--- src/rtl/fetch_pkg.sv ---
// Shared types and constants for the instruction fetch stage.
package fetch_pkg;

    localparam int unsigned A_WIDTH_DEF      = 32;
    localparam logic [31:0] RESET_VECTOR_DEF = 32'hBFC0_0000;
    localparam logic [31:0] ROM_BYTES_DEF    = 32'h0000_1000;
    localparam logic [31:0] NOP_INSTR        = 32'h0000_0013;

    typedef enum logic [1:0] {
        FETCH = 2'd0,
        STALL = 2'd1,
        HALT  = 2'd2
    } fetch_state_t;

    typedef enum logic [1:0] {
        PC_HOLD     = 2'd0,
        PC_INC      = 2'd1,
        PC_REDIRECT = 2'd2
    } pc_sel_t;

endpackage

--- src/rtl/instr_fetch_if.sv ---
// Fetch-stage bus: ROM port, redirect from execute, IF/ID handshake toward decode.
interface instr_fetch_if #(
    parameter int unsigned A_WIDTH = 32
);
    logic [A_WIDTH-1:0] imem_addr;
    logic [31:0]        imem_data;
    logic               redirect_valid;
    logic [A_WIDTH-1:0] redirect_target;
    logic               id_valid;
    logic               id_ready;
    logic [31:0]        id_instr;
    logic [A_WIDTH-1:0] id_pc;
    logic [A_WIDTH-1:0] id_pc_plus4;
    logic               fetch_fault;

    modport master (
        output imem_addr,
        input  imem_data,
        input  redirect_valid,
        input  redirect_target,
        output id_valid,
        input  id_ready,
        output id_instr,
        output id_pc,
        output id_pc_plus4,
        output fetch_fault
    );

    modport slave (
        input  imem_addr,
        output imem_data,
        output redirect_valid,
        output redirect_target,
        input  id_valid,
        output id_ready,
        input  id_instr,
        input  id_pc,
        input  id_pc_plus4,
        input  fetch_fault
    );
endinterface

--- src/rtl/instr_fetch_pc_reg.sv ---
// Program counter register with hold / +4 / redirect next-PC selection.
module pc_reg
    import fetch_pkg::*;
#(
    parameter int unsigned        A_WIDTH      = A_WIDTH_DEF,
    parameter logic [A_WIDTH-1:0] RESET_VECTOR = A_WIDTH'(RESET_VECTOR_DEF)
) (
    input  logic               clk,
    input  logic               rst,
    input  pc_sel_t            pc_sel,
    input  logic [A_WIDTH-1:0] redirect_target,
    output logic [A_WIDTH-1:0] pc
);

    // Wraps modulo 2^A_WIDTH with no flag.
    always_ff @(posedge clk) begin
        if (rst) begin
            pc <= RESET_VECTOR;
        end else begin
            case (pc_sel)
                PC_INC:      pc <= pc + A_WIDTH'(4);
                PC_REDIRECT: pc <= redirect_target;
                default:     pc <= pc;
            endcase
        end
    end

endmodule

--- src/rtl/instr_fetch.sv ---
// Fetch stage: owns the PC, drives the ROM address and holds the IF/ID register.
// Optional range/alignment fault checking is enabled by defining FETCH_FAULT_EN.
module instr_fetch
    import fetch_pkg::*;
#(
    parameter int unsigned        A_WIDTH      = A_WIDTH_DEF,
    parameter logic [A_WIDTH-1:0] RESET_VECTOR = A_WIDTH'(RESET_VECTOR_DEF),
    parameter logic [A_WIDTH-1:0] ROM_BYTES    = A_WIDTH'(ROM_BYTES_DEF)
) (
    input  logic           clk,
    input  logic           rst,
    instr_fetch_if.master  bus
);

    if ((ROM_BYTES < A_WIDTH'(4)) || (ROM_BYTES[1:0] != 2'b00)) begin : g_bad_rom
        $error("ROM_BYTES must be a nonzero multiple of 4");
    end

    fetch_state_t       state_q;
    logic               id_valid_q;
    logic [31:0]        id_instr_q;
    logic [A_WIDTH-1:0] id_pc_q;
    logic [A_WIDTH-1:0] id_pc_plus4_q;
    logic               fault_q;
    logic [A_WIDTH-1:0] pc;

    logic [A_WIDTH-1:0] target_c;
    logic               redirect_ok_c;
    logic               pc_ok_c;
    logic               advance_c;
    pc_sel_t            pc_sel_c;

`ifdef FETCH_FAULT_EN
    localparam logic [A_WIDTH-1:0] ROM_LAST = RESET_VECTOR + ROM_BYTES - A_WIDTH'(4);

    function automatic logic in_rom(input logic [A_WIDTH-1:0] a);
        return (a[1:0] == 2'b00) && (a >= RESET_VECTOR) && (a <= ROM_LAST);
    endfunction

    // Illegal targets are still loaded so the PC shows the offending address.
    assign target_c      = bus.redirect_target;
    assign redirect_ok_c = in_rom(bus.redirect_target);
    assign pc_ok_c       = in_rom(pc);
`else
    assign target_c      = {bus.redirect_target[A_WIDTH-1:2], 2'b00};
    assign redirect_ok_c = 1'b1;
    assign pc_ok_c       = 1'b1;
`endif

    // The IF/ID slot is free when empty or being consumed this cycle.
    always_comb begin
        advance_c = (state_q != HALT) && (!id_valid_q || bus.id_ready);
        pc_sel_c  = PC_HOLD;
        if (bus.redirect_valid) begin
            pc_sel_c = PC_REDIRECT;
        end else if (advance_c && pc_ok_c) begin
            pc_sel_c = PC_INC;
        end
    end

    pc_reg #(
        .A_WIDTH      (A_WIDTH),
        .RESET_VECTOR (RESET_VECTOR)
    ) u_pc_reg (
        .clk             (clk),
        .rst             (rst),
        .pc_sel          (pc_sel_c),
        .redirect_target (target_c),
        .pc              (pc)
    );

    always_ff @(posedge clk) begin
        if (rst) begin
            state_q       <= FETCH;
            id_valid_q    <= 1'b0;
            id_instr_q    <= NOP_INSTR;
            id_pc_q       <= RESET_VECTOR;
            id_pc_plus4_q <= RESET_VECTOR + A_WIDTH'(4);
            fault_q       <= 1'b0;
        end else if (bus.redirect_valid) begin
            // Redirect flushes the slot, even an unaccepted stalled instruction.
            id_valid_q <= 1'b0;
            state_q    <= redirect_ok_c ? FETCH : HALT;
            fault_q    <= !redirect_ok_c;
        end else begin
            case (state_q)
                FETCH, STALL: begin
                    if (advance_c) begin
                        if (pc_ok_c) begin
                            id_instr_q    <= bus.imem_data;
                            id_pc_q       <= pc;
                            id_pc_plus4_q <= pc + A_WIDTH'(4);
                            id_valid_q    <= 1'b1;
                            state_q       <= FETCH;
                        end else begin
                            id_valid_q <= 1'b0;
                            fault_q    <= 1'b1;
                            state_q    <= HALT;
                        end
                    end else begin
                        state_q <= STALL;
                    end
                end
                HALT:    state_q <= HALT;
                default: state_q <= FETCH;
            endcase
        end
    end

    assign bus.imem_addr   = pc;
    assign bus.id_valid    = id_valid_q;
    assign bus.id_instr    = id_instr_q;
    assign bus.id_pc       = id_pc_q;
    assign bus.id_pc_plus4 = id_pc_plus4_q;
    assign bus.fetch_fault = fault_q;

endmodule

--- src/flat_wrapper.sv ---
// flat-port wrapper written by rule: the top's interface ports become plain ports
module instr_fetch_flat import fetch_pkg::*;
#(
    parameter int unsigned        A_WIDTH      = A_WIDTH_DEF,
    parameter logic [A_WIDTH-1:0] RESET_VECTOR = A_WIDTH'(RESET_VECTOR_DEF),
    parameter logic [A_WIDTH-1:0] ROM_BYTES    = A_WIDTH'(ROM_BYTES_DEF)
)
  (clk, rst, bus_imem_addr, bus_imem_data, bus_redirect_valid, bus_redirect_target, bus_id_valid, bus_id_ready, bus_id_instr, bus_id_pc, bus_id_pc_plus4, bus_fetch_fault);
  instr_fetch_if #(.A_WIDTH(A_WIDTH)) bus_i ();
  input  logic clk;
  input  logic rst;
  output wire logic [$bits(bus_i.imem_addr)-1:0] bus_imem_addr;
  input wire logic [$bits(bus_i.imem_data)-1:0] bus_imem_data;
  input wire logic [$bits(bus_i.redirect_valid)-1:0] bus_redirect_valid;
  input wire logic [$bits(bus_i.redirect_target)-1:0] bus_redirect_target;
  output wire logic [$bits(bus_i.id_valid)-1:0] bus_id_valid;
  input wire logic [$bits(bus_i.id_ready)-1:0] bus_id_ready;
  output wire logic [$bits(bus_i.id_instr)-1:0] bus_id_instr;
  output wire logic [$bits(bus_i.id_pc)-1:0] bus_id_pc;
  output wire logic [$bits(bus_i.id_pc_plus4)-1:0] bus_id_pc_plus4;
  output wire logic [$bits(bus_i.fetch_fault)-1:0] bus_fetch_fault;
  assign bus_imem_addr = bus_i.imem_addr;
  assign bus_i.imem_data = bus_imem_data;
  assign bus_i.redirect_valid = bus_redirect_valid;
  assign bus_i.redirect_target = bus_redirect_target;
  assign bus_id_valid = bus_i.id_valid;
  assign bus_i.id_ready = bus_id_ready;
  assign bus_id_instr = bus_i.id_instr;
  assign bus_id_pc = bus_i.id_pc;
  assign bus_id_pc_plus4 = bus_i.id_pc_plus4;
  assign bus_fetch_fault = bus_i.fetch_fault;
  instr_fetch #(.A_WIDTH(A_WIDTH), .RESET_VECTOR(RESET_VECTOR), .ROM_BYTES(ROM_BYTES)) u_core (.clk(clk), .rst(rst), .bus(bus_i));
endmodule
--- config.mk ---
export PLATFORM = sky130hd
export DESIGN_NAME = instr_fetch_flat
export DESIGN_NICKNAME = d
export VERILOG_FILES = /design/src/rtl/fetch_pkg.sv /design/src/rtl/instr_fetch_if.sv /design/src/rtl/instr_fetch_pc_reg.sv /design/src/rtl/instr_fetch.sv /design/src/flat_wrapper.sv
export SDC_FILE = /design/constraint.sdc
export NUM_CORES = 1
export LEC_CHECK = 0
export ABC_AREA = 1
export BUFFER_PORTS_ARGS = -buffer_cell sky130_fd_sc_hd__buf_2
export CORE_MARGIN = 2
export CORE_UTILIZATION = 45
export DETAILED_ROUTE_END_ITERATION = 8
export GPL_ROUTABILITY_DRIVEN = 0
export PLACE_DENSITY_LB_ADDON = 0.25
export SLEW_MARGIN = 20
export SYNTH_ARGS = -nofsm -noshare
export SYNTH_HDL_FRONTEND = slang
export SYNTH_SLANG_ARGS = --single-unit
--- constraint.sdc ---
create_clock -name clk -period 1.55 [get_ports clk]
set_clock_uncertainty 0.1 [all_clocks]
set_input_delay 0.31 -clock clk [delete_from_list [all_inputs] [get_ports clk]]
set_output_delay 0.31 -clock clk [all_outputs]
set_load 0.01 [all_outputs]
Yosys cells after proc, flatten, opt, wreduce, memory -nomap -nowiden

Cells that the tools add are included.

Muxes and demuxes: 5
$add $sub $neg: 1
Reductions and logical operators: 9
Equal/unequal tests: 5
Bitwise logic cells: 1

Operators with widths:

| operator                                       | count |
|---|---|
| case mux 32 bit (2 select lines)               | 1 |
| adder 32 x 3 -> 32 bit (second input constant) | 1 |
| == test 2 x 1 -> 1 bit (second input constant) | 2 |
| == test 2 bit (second input constant)          | 2 |
| case mux 2 bit (2 select lines)                | 1 |
| OR reduction 2 bit                             | 2 |
| AND reduction 3 bit                            | 1 |
| logical NOT 2 bit                              | 1 |
| 2-to-1 mux 1 bit                               | 2 |
| 2-to-1 mux 2 bit                               | 1 |
| != test 2 bit (second input constant)          | 1 |
| AND reduction 2 bit                            | 1 |
| nonzero test 2 bit                             | 1 |
| logical AND 1 bit                              | 1 |
| logical NOT 1 bit                              | 1 |
| logical OR 1 bit                               | 1 |
| inverter 1 bit                                 | 1 |

Input bits: 68
Output and inout bits: 130
Word-level logic and storage cells: 27
Register bits after elaboration: 131

Longest topological paths before layout

Gate-level depths: netlist of run 1.

Depth in word-level cells: 7
Depth in mapped cells: 11

Cells and area by module

From an unflattened synthesis of run 1, not the netlist that was laid out.

Cell total of the unflattened synthesis: 971
Area, all modules: 6,657.6 um^2

By module, submodules not included:

| module      | instances | area each (um^2) | cells each | sequential area each (um^2) |
|---|---|---|---|---|
| instr_fetch | 1         | 4,326.6          | 580        | 1,941.9 |
| pc_reg      | 1         | 2,331.0          | 391        | 640.6 |

Least setup slack after synthesis of run 1

OpenSTA, ideal clock, no wires.

Path type: register to register
Start: reg u_core.u_pc_reg.pc[2]
End: reg u_core.u_pc_reg.pc[24]
Library setup time: 0.113 ns
Cell stages (with the launch flop): 11
Required time: 1.337 ns
Slack: -0.159 ns
Arrival time: 1.496 ns
Cells stage by stage: dfxtp_1 > ha_1 > nand2_1 > nor2_1 > nand2_1 > nor2_1 > nand2_1 > o21ai_1 > nand2_1 > nand2_1 > nand2_1

Cells in the longest elaborated chain, start to end: 2

RTL lines:

| what                             | line                     | text |
|---|---|---|
| start: declaration               | instr_fetch_pc_reg.sv:12 | `output logic [A_WIDTH-1:0] pc` |
| start signal: assignment         | instr_fetch_pc_reg.sv:21 | `PC_INC: pc <= pc + A_WIDTH'(4);` |
| start signal: assignment         | instr_fetch_pc_reg.sv:22 | `PC_REDIRECT: pc <= redirect_target;` |
| start signal: assignment         | instr_fetch_pc_reg.sv:23 | `default: pc <= pc;` |
| adder 32 x 3 -> 32 bit           | instr_fetch_pc_reg.sv:21 |  |
| case mux 32 bit (2 select lines) | instr_fetch_pc_reg.sv:20 | `case (pc_sel)` |

No other way between the ends.
A chain may end at the register's enable or synchronous reset.

Final worst setup path of run 1

Start: reg u_core.u_pc_reg.pc[4]
End: reg u_core.u_pc_reg.pc[11]

The elaborated chain is that of the path after synthesis.

==> results of run 1 <==
## cell families after synthesis
group	Yosys count	synth area share, %
compound gates	161	16.4
xor+xnor	16	2.55
fa+ha+maj	1	0.227
buf+inv	114	9.06
flops	125	45.5
other cells	1	0.0682
simple gates	361	26.2
## worst max-delay path: stages (launching register included)
cell	delay [ps]
dfxtp_4	380
nand2_1	100
nor2_2	140
nand2_2	150
nor2_2	150
buf_4	130
xor2_2	180
nand2_1	110
a21oi_1	170
## path summary, 6_finish.rpt
check | from | end | slack [ps] | cells after the start
hold / removal | bus_imem_data[12] | u_core.bus.id_instr[12] | 10 | 3
setup / recovery | u_core.u_pc_reg.pc[4] | u_core.u_pc_reg.pc[11] | -160 | 8
hold reg to reg | u_core.bus.id_valid | u_core.bus.id_valid | 350 | 2
setup reg to reg | u_core.u_pc_reg.pc[4] | u_core.u_pc_reg.pc[11] | -160 | 8
## synth_stat cells, types with 3 or more instances
cell type	number	area share, %
o211ai_2	5	1.1
o211ai_1	4	0.55
a31oi_1	8	0.91
nor2_1	127	8.7
buf_4	9	1.2
xor2_1	14	2.2
dfxtp_1	125	46
a21oi_1	45	4.1
nor2_2	3	0.34
nand2_1	198	14
o21ai_0	78	7.1
nand3_1	20	1.8
o21a_1	16	2.2
clkbuf_1	21	1.4
o21ai_1	5	0.45
buf_2	17	1.5
inv_1	63	4.3
nor3_1	4	0.36
## through the flow
step	area, sq um	power (mW)	hold slack [ps]	TNS, ps
floorplan	5540	4.33	336	0
global placement	7080	4.90	335	-2950
detailed placement	7080	4.92	342	-4440
CTS	7900	8.82	6.80	-1860
global route	9000	9.53	10.7	-9510
finish	9000	9.23	12.9	-2320
## where the power goes
part	switching, mW	internal [mW]
clock	1.49	2.40
sequential	0.162	3.45
combinational	0.951	0.773
total	2.60	6.62
## layer usage
layer / vias up / share of wire, %
met1: 2920 / 39
li1: 3016 / -
met2: 345 / 48
met5: - / 0
met4: 0 / 3.9
met3: 70 / 9.7
## cell type report
class,instances,area (sq um)
Clock buffer,21,450
Clock inverter,11,118
Timing Repair inverter,1,11.3
Fill cell,851,2960
Timing Repair Buffer,292,2190
Tap cell,147,184
Multi-Input combinational cell,546,3240
Sequential cell,125,2540
Inverter,65,275
## repair_timing
| item | 4_1_cts | 5_1_grt |
|---|---|---|
| hold buffers | 1 | 0 |
| resized for setup | 53 | 226 |
| setup buffers | 4 | 6 |
| pin swaps | 6 | 37 |
| cloned | 3 | 17 |
| hold endpoints to repair | 1 | 0 |
| setup endpoints to repair | 99 | 123 |
==> results.ini, run 1 <==
[grt]
first_global_vias=5439
use_met1_pct=33.5
grt_pass1_wl_mm=27.5
use_met2_pct=45.2
grt_usage_pct=27.0
use_met3_pct=7.25
gr-max-usage-layer=met2
antenna_found_initial=0
grt_overflow=0
grt_max_degree=50

[yosys]
netlist_area_sq_mm=0.00550
synth-seq-cells=125
async_reset_ff_share_pct=0
ys_warn_count=0
synth_edf_count=0
ys.flop_type=dfxtp_1
ys_types=30
syn_inst=779
synth_area_per_cell_sq_um=7.06
yosysSeqAreaShare_pct=45.5

[job]
cap_viol_max_count=0

[floorplan]
core-area_sq_mm=0.0120
fp.dieW_um=115
dieArea_sq_mm=0.0131
io_pins=198
rows=40
die_h_um=115
start_util_pct=46.0

[routing]
vias=6351
drt-pass1-iter-count=6
remaining_drc_errors=0
wl_per_cell_um=17.5
totalWireLength_mm=21.1
vias_per_cell=5.26
drtAntennaViolNets=0
drtIter0Drc=611

[power_and_ir_drop]
power_density_mw_per_mm2=1030
power.leakage_nw=4.32
vdd_drop_max_v=0.000855

[final_layout]
final_common_cell=buf_2
mostFrequentLayoutCells=buf_2, nand2_1, dfxtp_1
num_antenna_cells=0
final_util_pct=75.2
drive_gt1_share_pct=49.0
largest_register_ffs=32
area_growth_pct=63.7
layoutNonFillerInstCount=1208
fin_nets=1117

[placed_design]
dp_cells=1145
post-place-ws_ps=-111
io_buffers=188
hpwl_mm=12.0

[critical_path]
crit_fanout=5
end_kind=flop
cp.required_ps=1780
worstSetupPathType=reg -> reg
start_kind=flop
worstPathArrival_ps=1940

[timing]
finalSetupViolCount=67
fmax_mhz=584
drv_slew=0
rsz0062_at_grt=true
setup_slack_ps=-162
period_share_pct=110
hold_viol_final=0
finalCriticalPeriod_ps=1710

[clock_network]
cts_max_level=4
cts_made_buffers=17
clkTransAtPathRegs_ps=60
cts_tree=done
clock_sinks=125
clk_latency_ps=420
clockBufferDepth=2
root_buffer=clkbuf_16

[worst_hold_path]
hold_class=in -> reg

[status]
status=complete, but fails checks
violations=negative setup slack

No activity file was read; power rests on OpenSTA's default activity.
==> run 2, diff against run 1 <==
--- a/config.mk
+++ b/config.mk
@@ -5,7 +5,6 @@
 export SDC_FILE = /design/constraint.sdc
 export NUM_CORES = 1
 export LEC_CHECK = 0
-export ABC_AREA = 1
 export BUFFER_PORTS_ARGS = -buffer_cell sky130_fd_sc_hd__buf_2
 export CORE_MARGIN = 2
 export CORE_UTILIZATION = 45
==> run 2 against run 1 <==
Against the previous run:
- core utilization rose by 16 points
- clock-buffer cell count rose by 2
- sequential cell count did not move
- register-to-register slack got worse by 690 ps
- sequential power barely moved
- worst hold slack improved by 8.1 ps
- worst setup slack got worse by 690 ps
- the run still ends with negative setup slack left
- critical path depth fell by 2
==> results.ini, run 2 <==
[yosys]
netlist_area_sq_mm=0.00545
yosysSeqAreaShare_pct=45.9
syn_inst=684
ys_types=46
synthTopCellsByCount=nand2_1, dfxtp_1, a21oi_1
synth_mux_area_share_pct=0.574
synth_edf_count=0
ys_warn_count=0
synth_area_per_cell_sq_um=7.97
synthAdderAreaFrac_pct=0.229
async_reset_ff_share_pct=0
ys.flop_type=dfxtp_1
yosysMostFrequentCell=nand2_1
synth_top_family_by_area=simple AND/OR/NAND/NOR gates
ys_top_cells_by_area=dfxtp_1, nand2_1, a21oi_1, a211oi_1, xnor2_1
synth_xor_area_share_pct=5.78
synth_top_area_cell=dfxtp_1
synth-compound-area-share_pct=16.1
synth_top_cell_area_share_pct=45.9
synthSimpleGateAreaFrac_pct=25.6
synth-seq-cells=125

[final_layout]
n_fill_cell=382
largest_register_ffs=32
final_common_cell=buf_2
num_antenna_cells=0
drive_gt1_share_pct=69.3
mostFrequentLayoutCells=buf_2, dfxtp_1, buf_4
final_util_pct=91.7
fin_area_sq_mm=0.0109
area_growth_pct=100
fin_nets=1086

[floorplan]
io_pins=198
core-area_sq_mm=0.0119
start_util_pct=45.8
rows=40
fp.dieW_um=114
dieArea_sq_mm=0.0130
die_h_um=114

[clock_network]
clockBufferDepth=2
clk_latency_ps=440
clkTransAtPathRegs_ps=60
cts_made_buffers=17
clock_sinks=125
root_buffer=clkbuf_16
cts_tree=done
cts_max_level=4

[placed_design]
io_buffers=188
hpwl_mm=13.6
dpl_cell_area_sq_mm=0.00767
post-place-ws_ps=-729

[routing]
drtAntennaViolNets=0
vias_per_cell=6.56
drt-pass1-iter-count=8
remaining_drc_errors=0
totalWireLength_mm=31.4
wl_per_cell_um=26.7
vias=7722
drtIter0Drc=957

[timing]
period_share_pct=155
finalCriticalPeriod_ps=2400
fmax_mhz=417
worst_slew_pin_slew_ps=699
setup_slack_ps=-848
rsz0062_at_grt=true
slew_headroom_pct=53.0
hold_viol_final=0
finalSetupViolCount=129
drv_slew=0

[status]
status=complete, but fails checks
violations=negative setup slack

[critical_path]
start_kind=flop
crit_fanout=2
end_kind=flop
cp.required_ps=1790
worstSetupPathType=reg -> reg
worstPathArrival_ps=2640

[power_and_ir_drop]
vdd_drop_max_v=0.000767
power_density_mw_per_mm2=911
power.total_mw=9.95
power.leakage_nw=4.99

[worst_hold_path]
hold_class=in -> reg

[grt]
antenna_found_initial=0
grt_max_degree=61
first_global_vias=6544
grt_overflow=0
grt_pass1_wl_mm=35.7
grt_usage_pct=35.1

[job]
cap_viol_max_count=0

## run 2: cells by family (layout without fill, tap and decap cells)
| kind of cell | after synthesis | after routing |
|---|---|---|
| xor+xnor | 36 | 36 |
| other cells | 1 | 7 |
| mux | 3 | 3 |
| flops | 125 | 125 |
| simple gates | 304 | 304 |
| compound gates | 141 | 141 |
| fa+ha+maj | 1 | 1 |
| buf+inv | 73 | 413 |
## run 2: routing by layer
layer	GRT usage, %	part of all wire, %	up-vias
li1	-	-	3049
met2	58.7	46	747
met1	43.5	34	3645
met4	15.7	8.8	0
met5	0	0	-
met3	7.73	11	281
## run 2: report_power, final
group / switching [mW] / internal, mW
clock network: 1.62 / 2.50
registers: 0.196 / 3.42
logic: 1.23 / 0.982
total: 3.05 / 6.90
## run 2: final cells by class
type                            count  area [sq um]  area share [%]
Timing Repair Buffer              374          3150            28.8
Clock buffer                       23           478            4.38
Multi-Input combinational cell    492          4430            40.5
Sequential cell                   125          2540            23.3
Tap cell                          147           184            1.68
Clock inverter                      9           111            1.02
Inverter                            7          26.3           0.241
## run 2: stage by stage
| step | hold slack, ps | instances | setup TNS (ps) |
|---|---|---|---|
| final | 21.1 | 1177 | -39980 |
| after detailed placement | 342 | 1080 | -29900 |
| after CTS | 12.8 | 1141 | -22830 |
| after floorplan | 287 | 690 | -13120 |
| after global placement | 336 | 1080 | -26800 |
| after global routing | 38.5 | 1177 | -43790 |
## run 2: worst paths after layout
check	start	to	slack, ps	cells after the start
setup / recovery	u_core.u_pc_reg.pc[3]	u_core.u_pc_reg.pc[28]	-850	6
hold / removal	bus_redirect_target[2]	u_core.u_pc_reg.pc[2]	20	2
setup reg to reg	u_core.u_pc_reg.pc[3]	u_core.u_pc_reg.pc[28]	-850	6
hold reg to reg	u_core.bus.id_pc[19]	u_core.bus.id_pc[19]	360	2
## run 2: worst max-delay path, cell delays in order (launching register included)
cell and delay (ps):
dfxtp_4 360, ha_4 150, nand3_4 70, or4_4 520
or4_4 450, or4_4 430, a31oi_1 210
## run 2: what timing repair did
item	CTS	global route
setup buffers	15	40
resized for setup	225	243
hold buffers	1	0
setup endpoints to repair	107	120
hold endpoints to repair	1	0
gates cloned	14	4
pin swaps	124	133
==> run 3, diff against run 2 <==
--- a/config.mk
+++ b/config.mk
@@ -11,6 +11,7 @@
 export DETAILED_ROUTE_END_ITERATION = 8
 export GPL_ROUTABILITY_DRIVEN = 0
 export PLACE_DENSITY_LB_ADDON = 0.25
+export RECOVER_POWER = 100
 export SLEW_MARGIN = 20
 export SYNTH_ARGS = -nofsm -noshare
 export SYNTH_HDL_FRONTEND = slang
==> run 3 against run 2 <==
Against the previous run:
- register-to-register slack better by 20 ps
- sequential power is essentially flat
- worst hold slack improved by 1.7 ps
- largest power group unchanged
- clock-buffer cell count unchanged
- clock power barely moved
- sequential cell count unchanged
- non-clock buffer count did not move
- the run still ends with negative setup slack left
- global-route usage stayed put
==> results.ini, run 3 (synthesized netlist as in run 2, its figures left out) <==
[final_layout]
drive_gt1_share_pct=59.7
multi_input_area_sq_mm=0.00443
fin_nets=1086
n_fill_cell=466
num_antenna_cells=0
mostFrequentLayoutCells=dfxtp_1, clkbuf_1, buf_4
area_growth_pct=97.5
final_common_cell=dfxtp_1
ff_latch_area_sq_mm=0.00254
fin_area_sq_mm=0.0108
largest_register_ffs=32

[power_and_ir_drop]
power.total_mw=9.90
power_density_mw_per_mm2=919
clkPwrFrac_pct=41.6
pwr-share-comb_pct=21.8
seqPwrFrac_pct=36.6
power.leakage_nw=4.65
vdd_drop_max_v=0.000760
switching_share_pct=30.8
p_sw_mw=3.05
intPower_mw=6.85

[critical_path]
crit_end=u_core.u_pc_reg.pc[28]
crit_fanout=2
worstSetupPathType=reg -> reg
worstPathArrival_ps=2630
end_kind=flop
crit_buf_inv=0
cp.required_ps=1800
critPathSlowestCell=or4_4
cp.depth=6
crit_chain=ha_4, nand3_4, or4_4, or4_4, or4_4, a31oi_1
cpMostUsedCell=or4_4
path_delay_family=simple AND/OR/NAND/NOR gates
reg2reg_to=u_core.u_pc_reg.pc[28]
regToRegStartpoint=u_core.u_pc_reg.pc[3]
worstSetupStartpoint=u_core.u_pc_reg.pc[3]
start_kind=flop
critPathMaxStageDelay_ps=520
r2r_setup_slack_ps=-830
rr_worst_depth=6

[grt]
antenna_found_initial=0
first_global_vias=6544
grt_pass1_wl_mm=35.7
grt_max_degree=61
grt_overflow=0
grt_usage_pct=35.1

[floorplan]
fp.dieW_um=114
core-area_sq_mm=0.0119
rows=40
io_pins=198
die_h_um=114
dieArea_sq_mm=0.0130
start_util_pct=45.8

[clock_network]
cts_max_level=4
cts_tree=done
cts_made_buffers=17
clk_latency_ps=440
clock_sinks=125
clockBufferDepth=2
clkTransAtPathRegs_ps=60
root_buffer=clkbuf_16

[timing]
finalSetupViolCount=136
slew_headroom_pct=53.2
hold_viol_final=0
period_share_pct=153
finalCriticalPeriod_ps=2380
worst_slew_pin_slew_ps=697
hold-worst-slack_ps=22.8
drv_slew=0
fmax_mhz=421
rsz0062_at_grt=true
setup_slack_ps=-827

[routing]
totalWireLength_mm=31.2
drtAntennaViolNets=0
vias=7668
drt-pass1-iter-count=8
wl_per_cell_um=26.5
remaining_drc_errors=0
vias_per_cell=6.51
met1Wirelength_mm=10.8
dr.max_layer_used=met4
met3WireLength_mm=3.34
drtIter0Drc=888
wl_met2_mm=14.4

[worst_hold_path]
hold_class=in -> reg

[job]
cap_viol_max_count=0

[placed_design]
hpwl_mm=13.6
dpl_cell_area_sq_mm=0.00767
io_buffers=188

[status]
status=complete, but fails checks
violations=negative setup slack

run 3: cell types whose count changed in the layout (fill, tap and decap cells not counted), sizes merged:
cell / delta
clkbuf: +114
buf: -114
run 3: how the worst min path moves through the flow:
stage | start | endpoint | cells after the start
2_1_floorplan | bus_id_ready | u_core.state_q[0] | 1
3_3_place_gp | u_core.bus.id_pc[17] | u_core.bus.id_pc[17] | 2
3_5_place_dp | u_core.bus.id_pc[15] | u_core.bus.id_pc[15] | 2
4_1_cts | bus_imem_data[4] | u_core.bus.id_instr[4] | 3
5_1_grt | bus_imem_data[31] | u_core.bus.id_instr[31] | 3
6_report | bus_redirect_target[2] | u_core.u_pc_reg.pc[2] | 2
run 3: power groups by stage:
stage / sequential [mW] / combinational (mW) / clock (mW)
2_1_floorplan: 3.72 / 0.617 / 0
3_3_place_gp: 3.59 / 1.29 / 0
3_5_place_dp: 3.60 / 1.32 / 0
4_1_cts: 3.57 / 1.72 / 3.97
5_1_grt: 3.63 / 2.22 / 4.22
6_report: 3.62 / 2.16 / 4.12
run 3: repair_timing:
item / in CTS / in global routing
hold endpoints to repair: 1 / 0
pin swaps: 124 / 133
gates cloned: 14 / 4
setup buffers: 15 / 40
gates resized for setup: 225 / 243
setup endpoints to repair: 107 / 120
hold buffers: 1 / 0
run 3: layout make-up:
class	instances	area share, %
clock buffers	23	4.44
multi-input cells	492	41.1
clock inverters	9	1.03
inverters	7	0.244
flip-flops and latches	125	23.6
repair buffers	374	27.9
well taps	147	1.71
run 3: stage by stage:
step           instances  TNS (ps)  utilization (%)  setup WS [ps]
3_5_place_dp        1080    -29900             64.4           -729
4_1_cts             1141    -22830             80.7           -743
2_1_floorplan        690    -13120                -           -771
5_1_grt             1177    -44420             90.4           -882
6_report            1177    -40410             90.4           -827
3_3_place_gp        1080    -26800             64.4           -731
run 3: routing by layer:
metal / up-vias / global-route usage, %
li1: 3043 / -
met1: 3589 / 43.5
met4: 0 / 15.7
met3: 290 / 7.73
met5: - / 0
met2: 746 / 58.7
